$ cat src/rtl/uart_rom_loader_pkg.sv
`default_nettype none
// ============================================================================
// Module   : uart_rom_loader_pkg
// Brief    : Shared loader state encoding and protocol constants.
// Revision : 1.0 - initial release
// ============================================================================
package uart_rom_loader_pkg;

    localparam int DEFAULT_CLK_FREQ_HZ = 25125000;
    localparam int DEFAULT_BAUD_RATE   = 115200;
    localparam int HEADER_BYTES        = 2;

    typedef enum logic [3:0] {
        ST_IDLE      = 4'd0,
        ST_LDR_RESET = 4'd1,
        ST_CNT_HI    = 4'd2,
        ST_CNT_LO    = 4'd3,
        ST_WORD_HI   = 4'd4,
        ST_WORD_LO   = 4'd5,
        ST_LOAD      = 4'd6,
        ST_WAIT_ACK  = 4'd7,
        ST_DONE      = 4'd8,
        ST_ERROR     = 4'd9
    } loader_state_t;

endpackage
`default_nettype wire

$ cat src/rtl/uart_rx_byte.sv
`default_nettype none
// ============================================================================
// Module   : uart_rx_byte
// Brief    : 8N1 UART receiver with input synchronizer and mid-bit sampling.
// Revision : 1.0 - initial release
// ============================================================================
module uart_rx_byte #(
    parameter int CLKS_PER_BIT = 218
) (
    input  logic       clk,
    input  logic       reset,
    input  logic       uart_rx,
    output logic [7:0] rx_byte,
    output logic       byte_valid,
    output logic       framing_error
);

    localparam int                 c_cnt_w     = (CLKS_PER_BIT > 2) ? $clog2(CLKS_PER_BIT) : 1;
    localparam logic [c_cnt_w-1:0] c_bit_last  = c_cnt_w'(CLKS_PER_BIT - 1);
    localparam logic [c_cnt_w-1:0] c_half_last = c_cnt_w'(CLKS_PER_BIT / 2 - 1);

    localparam logic [1:0] c_rx_idle  = 2'd0;
    localparam logic [1:0] c_rx_start = 2'd1;
    localparam logic [1:0] c_rx_data  = 2'd2;
    localparam logic [1:0] c_rx_stop  = 2'd3;

    logic               r_sync1;
    logic               r_sync2;
    logic               r_prev;
    logic [1:0]         r_state;
    logic [c_cnt_w-1:0] r_cnt;
    logic [2:0]         r_bit_idx;
    logic [7:0]         r_shift;
    logic               r_byte_valid;
    logic               r_framing_error;

    always_ff @(posedge clk) begin
        if (reset) begin
            r_sync1         <= 1'b1;
            r_sync2         <= 1'b1;
            r_prev          <= 1'b1;
            r_state         <= c_rx_idle;
            r_cnt           <= '0;
            r_bit_idx       <= 3'd0;
            r_shift         <= 8'h00;
            r_byte_valid    <= 1'b0;
            r_framing_error <= 1'b0;
        end else begin
            r_sync1         <= uart_rx;
            r_sync2         <= r_sync1;
            r_prev          <= r_sync2;
            r_byte_valid    <= 1'b0;
            r_framing_error <= 1'b0;
            case (r_state)
                c_rx_idle: begin
                    if (r_prev && !r_sync2) begin
                        r_state <= c_rx_start;
                        r_cnt   <= '0;
                    end
                end
                c_rx_start: begin
                    // A start bit that is high again at mid-bit was a glitch.
                    if (r_cnt == c_half_last) begin
                        r_cnt     <= '0;
                        r_bit_idx <= 3'd0;
                        r_state   <= r_sync2 ? c_rx_idle : c_rx_data;
                    end else begin
                        r_cnt <= r_cnt + 1'b1;
                    end
                end
                c_rx_data: begin
                    if (r_cnt == c_bit_last) begin
                        r_cnt   <= '0;
                        r_shift <= {r_sync2, r_shift[7:1]};
                        if (r_bit_idx == 3'd7) begin
                            r_state <= c_rx_stop;
                        end else begin
                            r_bit_idx <= r_bit_idx + 1'b1;
                        end
                    end else begin
                        r_cnt <= r_cnt + 1'b1;
                    end
                end
                c_rx_stop: begin
                    if (r_cnt == c_bit_last) begin
                        r_cnt           <= '0;
                        r_state         <= c_rx_idle;
                        r_byte_valid    <= r_sync2;
                        r_framing_error <= !r_sync2;
                    end else begin
                        r_cnt <= r_cnt + 1'b1;
                    end
                end
                default: r_state <= c_rx_idle;
            endcase
        end
    end

    assign rx_byte       = r_shift;
    assign byte_valid    = r_byte_valid;
    assign framing_error = r_framing_error;

endmodule
`default_nettype wire

$ cat src/rtl/uart_rom_loader.sv
`default_nettype none
// ============================================================================
// Module   : uart_rom_loader
// Brief    : Receives a word-count-prefixed UART stream and feeds a ROM loader.
// Revision : 1.0 - initial release
// ============================================================================
module uart_rom_loader
    import uart_rom_loader_pkg::*;
#(
    parameter int CLK_FREQ_HZ = DEFAULT_CLK_FREQ_HZ,
    parameter int BAUD_RATE   = DEFAULT_BAUD_RATE,
    parameter int DATA_WIDTH  = 16
) (
    input  logic                  clk,
    input  logic                  reset,
    input  logic                  uart_rx,
    input  logic                  run,
    output logic                  done_loading,
    output logic                  load_error,
    output logic                  rom_loader_reset,
    output logic                  rom_loader_load,
    output logic [DATA_WIDTH-1:0] rom_loader_data,
    input  logic                  rom_loader_load_received,
    input  logic                  rom_loader_ack
);

    localparam int CLKS_PER_BIT = CLK_FREQ_HZ / BAUD_RATE;
    localparam int c_count_w    = HEADER_BYTES * 8;

    logic [7:0]            w_rx_byte;
    logic                  w_rx_valid;
    logic                  w_rx_fe;
    logic [7:0]            r_hold;
    logic                  r_hold_valid;
    logic                  w_byte_state;
    logic                  w_discard_state;
    logic                  w_consume;
    logic                  w_overrun;
    logic                  w_err_event;
    logic [c_count_w:0]    w_word_cnt_inc;
    logic                  w_last_word;

    loader_state_t         r_state;
    logic                  r_rst_cnt;
    logic [c_count_w-1:0]  r_count;
    logic [c_count_w-1:0]  r_word_cnt;
    logic [7:0]            r_word_hi;
    logic                  r_done;
    logic                  r_err;
    logic                  r_ldr_reset;
    logic                  r_load;
    logic [DATA_WIDTH-1:0] r_data;

    uart_rx_byte #(
        .CLKS_PER_BIT (CLKS_PER_BIT)
    ) u_rx (
        .clk           (clk),
        .reset         (reset),
        .uart_rx       (uart_rx),
        .rx_byte       (w_rx_byte),
        .byte_valid    (w_rx_valid),
        .framing_error (w_rx_fe)
    );

    always_comb begin
        w_byte_state    = (r_state == ST_CNT_HI) || (r_state == ST_CNT_LO) ||
                          (r_state == ST_WORD_HI) || (r_state == ST_WORD_LO);
        w_discard_state = (r_state == ST_IDLE) || (r_state == ST_DONE) || (r_state == ST_ERROR);
        w_consume       = r_hold_valid && (w_byte_state || w_discard_state);
        w_overrun       = w_rx_valid && r_hold_valid && !w_consume;
        w_err_event     = (w_rx_fe || w_overrun) && !w_discard_state;
        // Widened by one bit so N=65535 compares without wrapping.
        w_word_cnt_inc  = {1'b0, r_word_cnt} + 1'b1;
        w_last_word     = (w_word_cnt_inc == {1'b0, r_count});
    end

    always_ff @(posedge clk) begin
        if (reset) begin
            r_hold       <= 8'h00;
            r_hold_valid <= 1'b0;
        end else if (w_rx_valid) begin
            r_hold       <= w_rx_byte;
            r_hold_valid <= 1'b1;
        end else if (w_consume) begin
            r_hold_valid <= 1'b0;
        end
    end

    always_ff @(posedge clk) begin
        if (reset) begin
            r_state     <= ST_IDLE;
            r_rst_cnt   <= 1'b0;
            r_count     <= '0;
            r_word_cnt  <= '0;
            r_word_hi   <= 8'h00;
            r_done      <= 1'b0;
            r_err       <= 1'b0;
            r_ldr_reset <= 1'b0;
            r_load      <= 1'b0;
            r_data      <= '0;
        end else begin
            r_done      <= 1'b0;
            r_err       <= 1'b0;
            r_ldr_reset <= 1'b0;
            r_load      <= 1'b0;
            if (!run && (r_state != ST_IDLE)) begin
                r_state <= ST_IDLE;
            end else if (w_err_event) begin
                r_state <= ST_ERROR;
                r_err   <= 1'b1;
            end else begin
                case (r_state)
                    ST_IDLE: begin
                        if (run) begin
                            r_state     <= ST_LDR_RESET;
                            r_ldr_reset <= 1'b1;
                            r_rst_cnt   <= 1'b0;
                            r_word_cnt  <= '0;
                        end
                    end
                    ST_LDR_RESET: begin
                        if (!r_rst_cnt) begin
                            r_rst_cnt   <= 1'b1;
                            r_ldr_reset <= 1'b1;
                        end else begin
                            r_state <= ST_CNT_HI;
                        end
                    end
                    ST_CNT_HI: begin
                        if (r_hold_valid) begin
                            r_count[15:8] <= r_hold;
                            r_state       <= ST_CNT_LO;
                        end
                    end
                    ST_CNT_LO: begin
                        if (r_hold_valid) begin
                            r_count[7:0] <= r_hold;
                            if ({r_count[15:8], r_hold} == 16'h0000) begin
                                r_state <= ST_DONE;
                                r_done  <= 1'b1;
                            end else begin
                                r_state <= ST_WORD_HI;
                            end
                        end
                    end
                    ST_WORD_HI: begin
                        if (r_hold_valid) begin
                            r_word_hi <= r_hold;
                            r_state   <= ST_WORD_LO;
                        end
                    end
                    ST_WORD_LO: begin
                        if (r_hold_valid) begin
                            r_data  <= DATA_WIDTH'({r_word_hi, r_hold});
                            r_state <= ST_LOAD;
                            r_load  <= 1'b1;
                        end
                    end
                    ST_LOAD: begin
                        if (rom_loader_load_received) begin
                            r_state <= ST_WAIT_ACK;
                        end else begin
                            r_load <= 1'b1;
                        end
                    end
                    ST_WAIT_ACK: begin
                        if (rom_loader_ack) begin
                            r_word_cnt <= w_word_cnt_inc[c_count_w-1:0];
                            if (w_last_word) begin
                                r_state <= ST_DONE;
                                r_done  <= 1'b1;
                            end else begin
                                r_state <= ST_WORD_HI;
                            end
                        end
                    end
                    ST_DONE:  r_done <= 1'b1;
                    ST_ERROR: r_err  <= 1'b1;
                    default:  r_state <= ST_IDLE;
                endcase
            end
        end
    end

    assign done_loading     = r_done;
    assign load_error       = r_err;
    assign rom_loader_reset = r_ldr_reset;
    assign rom_loader_load  = r_load;
    assign rom_loader_data  = r_data;

endmodule
`default_nettype wire

$ cat config.mk
export PLATFORM = sky130hd
export DESIGN_NAME = uart_rom_loader
export DESIGN_NICKNAME = d
export VERILOG_FILES = /design/src/rtl/uart_rom_loader_pkg.sv /design/src/rtl/uart_rx_byte.sv /design/src/rtl/uart_rom_loader.sv
export SDC_FILE = /design/constraint.sdc
export NUM_CORES = 1
export LEC_CHECK = 0
export BUFFER_PORTS_ARGS = -buffer_cell sky130_fd_sc_hd__buf_2
export CAP_MARGIN = 20
export CORE_MARGIN = 5
export CORE_UTILIZATION = 50
export DETAILED_ROUTE_END_ITERATION = 16
export HOLD_SLACK_MARGIN = 0.08
export PLACE_DENSITY = 0.69
export SLEW_MARGIN = 25
export SYNTH_ARGS = -nofsm -noshare
export SYNTH_HDL_FRONTEND = slang
export SYNTH_SLANG_ARGS = --single-unit
$ cat constraint.sdc
create_clock -name clk -period 2.5 [get_ports clk]
set_input_delay 0.5 -clock clk [delete_from_list [all_inputs] [get_ports clk]]
set_output_delay 0.5 -clock clk [all_outputs]
set_load 0.01 [all_outputs]
==> impl_metrics.env <==
export IMPL_slowest_stage="dfxtp_1"
export IMPL_syn_nets=571
export IMPL_arrival_ps=2540
export IMPL_synthTopCellsByArea="dfxtp_1 41%, mux2i_1 12%, nor2_1 7.0%"
export IMPL_final_hold_viol_count=0
export IMPL_yosys_area_top_type="dfxtp_1"
export IMPL_placed_area_um2=5150
export IMPL_syn_cell_area_um2=4920
export IMPL_layout_cells_non_filler=713
export IMPL_grt_pass1_vias=3775
export IMPL_multi_input_area_um2=2710
export IMPL_slowest_delay_ps=420
export IMPL_final_antenna_net_count=0
export IMPL_grt_max_degree=63
export IMPL_met2_usage_pct=30.7
export IMPL_synth_ff_type="dfxtp_1"
export IMPL_drc=0
export IMPL_syn2layout_area_growth_pct=9.10
export IMPL_cts_made_buffers=9
export IMPL_yosysMostFrequentCell="dfxtp_1"
export IMPL_via_per_inst=5.59
export IMPL_layout_drive_gt1_share_pct=13.1
export IMPL_tightest_slew_ps=681
export IMPL_synth_seq_cells=100
export IMPL_crit_path_start_kind="flop"
export IMPL_drt_pre_antenna_iters=6
export IMPL_p_leak_nw=2.28
export IMPL_power_density_nw_per_um2=553
export IMPL_core_um2=9680
export IMPL_gr_usage_all_layers_pct=19.2
export IMPL_start_util_pct=50.9
export IMPL_max_freq_mhz=441
export IMPL_critPathCaptureType="flop"
export IMPL_max_vdd_ir_drop_v=0.000362
export IMPL_critPathBufInv=1
export IMPL_routed_wl_mm=10.6
export IMPL_fillers=872
export IMPL_gr_total_overflow=0
export IMPL_hpwl_mm=7.35
export IMPL_grt_util_met3_pct=3.14
export IMPL_fin_skew_ps=14.9
export IMPL_slew_limit_headroom_pct=54.1
export IMPL_ys_types=63
export IMPL_layout_nets=587
export IMPL_antenna_found_initial=0
export IMPL_cts_tree="done"
export IMPL_synth_edf_count=0
export IMPL_fin_crit_sh_pct=90.6
export IMPL_dp_cells=697
export IMPL_regArea_um2=2000
export IMPL_globalplace_congestion=0.911
export IMPL_numPortBuffers=25
export IMPL_avgSynthCellArea_um2=8.81
export IMPL_clkLatencyLatePin_ps=380
export IMPL_worstPathRequired_ps=2770
export IMPL_setup_viol=0
export IMPL_ioPinCount=26
export IMPL_crit_family="simple AND/OR/NAND/NOR gates"
export IMPL_rsz0062_at_grt="no"
export IMPL_die_area_um2=11900
export IMPL_synth_seq_area_share_pct=40.7
export IMPL_final_cell_area_um2=5370
export IMPL_ys_top_cells_by_count="100 x dfxtp_1, 92 x nor2_1, 61 x mux2i_1, 36 x a21oi_1, 29 x nand2_1"
export IMPL_period_needed_ps=2270
export IMPL_rows=36
export IMPL_clock_sinks=100
export IMPL_yosys_warnings=0
export IMPL_hp_class="in2reg"
export IMPL_drt_iter0_markers=209
export IMPL_cts_root_buf="clkbuf_8"
export IMPL_cts_htree_levels=3
export IMPL_synthArstFlopShare_pct=0
export IMPL_crit_type="reg2reg"
export IMPL_grt_pass1_wl_mm=18.4
export IMPL_antenna_cells=0
export IMPL_ctsLongestPathBuffers=2
export IMPL_yosysTopAreaCellShare_pct=40.7
export IMPL_slew_violations=0
export IMPL_critPathMaxFanout=8
export IMPL_grtUsageMet1_pct=25.8
export IMPL_routedWlPerCell_um=14.9
export IMPL_path_cells="ha_1 > nand3_1 > buf_4 > nor4_4 > xnor2_1 > a2111oi_1 > nand4_1 > o2bb2ai_1"
export IMPL_setup_tns_ps=0
export IMPL_vias=3989
export IMPL_max_cap_violations=0
export IMPL_status="complete, no violations"
export IMPL_fp_dieH_um=109
export IMPL_clk_pin_slew_ps=110
export IMPL_busiest_layer="met2"
export IMPL_die_width_um=109
export IMPL_syn_inst=559
==> cell type report <==
class / instances / area share, %
tap: 133 / 3.10
clock inverter: 7 / 1.82
timing repair buffer: 38 / 4.38
clock buffer: 9 / 2.31
sequential: 100 / 37.3
multi-input combinational: 416 / 50.4
inverter: 10 / 0.699
==> what timing repair did <==
item | CTS | global route
setup buffers | 0 | 0
setup endpoints to repair | 0 | 2
resized for setup | 0 | 1
hold buffers | 0 | 0
==> flip-flops by register name (all words and copies together), names as in the netlist, 3 cells and up, named ones only <==
name	cells
r_count	16
r_word_cnt	16
rom_loader_data	16
r_hold	8
r_word_hi	8
u_rx.r_cnt	8
u_rx.rx_byte	8
r_state	4
u_rx.r_bit_idx	3
==> placed cells by master, fill, tap and decap left out, types with 3 or more instances in the layout <==
master	netlist	layout
a211oi_1	4	4
a21oi_1	36	36
a31oi_1	4	4
and2_1	4	4
and3_1	8	8
and4_1	4	4
buf_2	10	25
buf_4	2	12
clkbuf_8	0	9
dfxtp_1	100	100
ha_1	6	6
inv_1	10	10
inv_8	0	3
mux2i_1	61	61
nand2_1	29	29
nand2b_1	5	5
nand3_1	14	14
nand3b_1	9	9
nand4_1	6	6
nand4_2	4	4
nand4b_1	3	3
nor2_1	92	92
nor3_1	12	12
nor3b_1	4	4
nor4_1	5	5
o21a_1	3	3
o21ai_0	23	23
or2_2	6	6
or3_1	10	10
or4_1	4	4
xnor2_1	15	15
xor2_1	7	7
==> routing by layer <==
metal / vias up / wire length [um]
met5: - / 0
met4: 0 / 243
met3: 20 / 396
met2: 88 / 4930
met1: 1872 / 5050
li1: 2009 / -
==> through the flow <==
step           hold WS (ps)  total power [mW]  setup WS (ps)  utilization, %
2_1_floorplan           389              1.81            453               -
3_3_place_gp            400              1.86            350            53.2
3_5_place_dp            403              1.86            224            53.2
4_1_cts                 294              3.00            211            55.5
5_1_grt                 298              3.10           50.2            55.5
6_report                305              2.97            235            55.5
==> report_power, final <==
| part | switching, mW | internal, mW |
|---|---|---|
| clock | 0.642 | 0.500 |
| combinational | 0.123 | 0.0730 |
| sequential | 0.0260 | 1.61 |
==> cells by family (layout without fill, tap and decap cells) <==
| family | after synthesis | count (layout) | share of synthesized area (%) |
|---|---|---|---|
| AO/OA/AOI/OAI | 92 | 92 | 11.6 |
| XOR/XNOR | 22 | 22 | 3.91 |
| adder cells (fa/ha/maj) | 6 | 6 | 1.52 |
| buffers and inverters | 43 | 64 | 4.47 |
| flip-flops | 100 | 100 | 40.7 |
| multiplexers | 62 | 62 | 12.6 |
| AND/OR/NAND/NOR | 234 | 234 | 25.2 |
==> path summary, 6_finish.rpt <==
path	start	end	slack [ps]	cells past startpoint
worst max register to register	r_word_cnt[1]	r_state[2]	230	8
worst min register to register	u_rx.r_sync1	u_rx.r_sync2	430	1
worst max-delay path	r_word_cnt[1]	r_state[2]	230	8
worst min-delay path	uart_rx	u_rx.r_sync1	300	2
No activity file was read; power rests on OpenSTA's default activity.
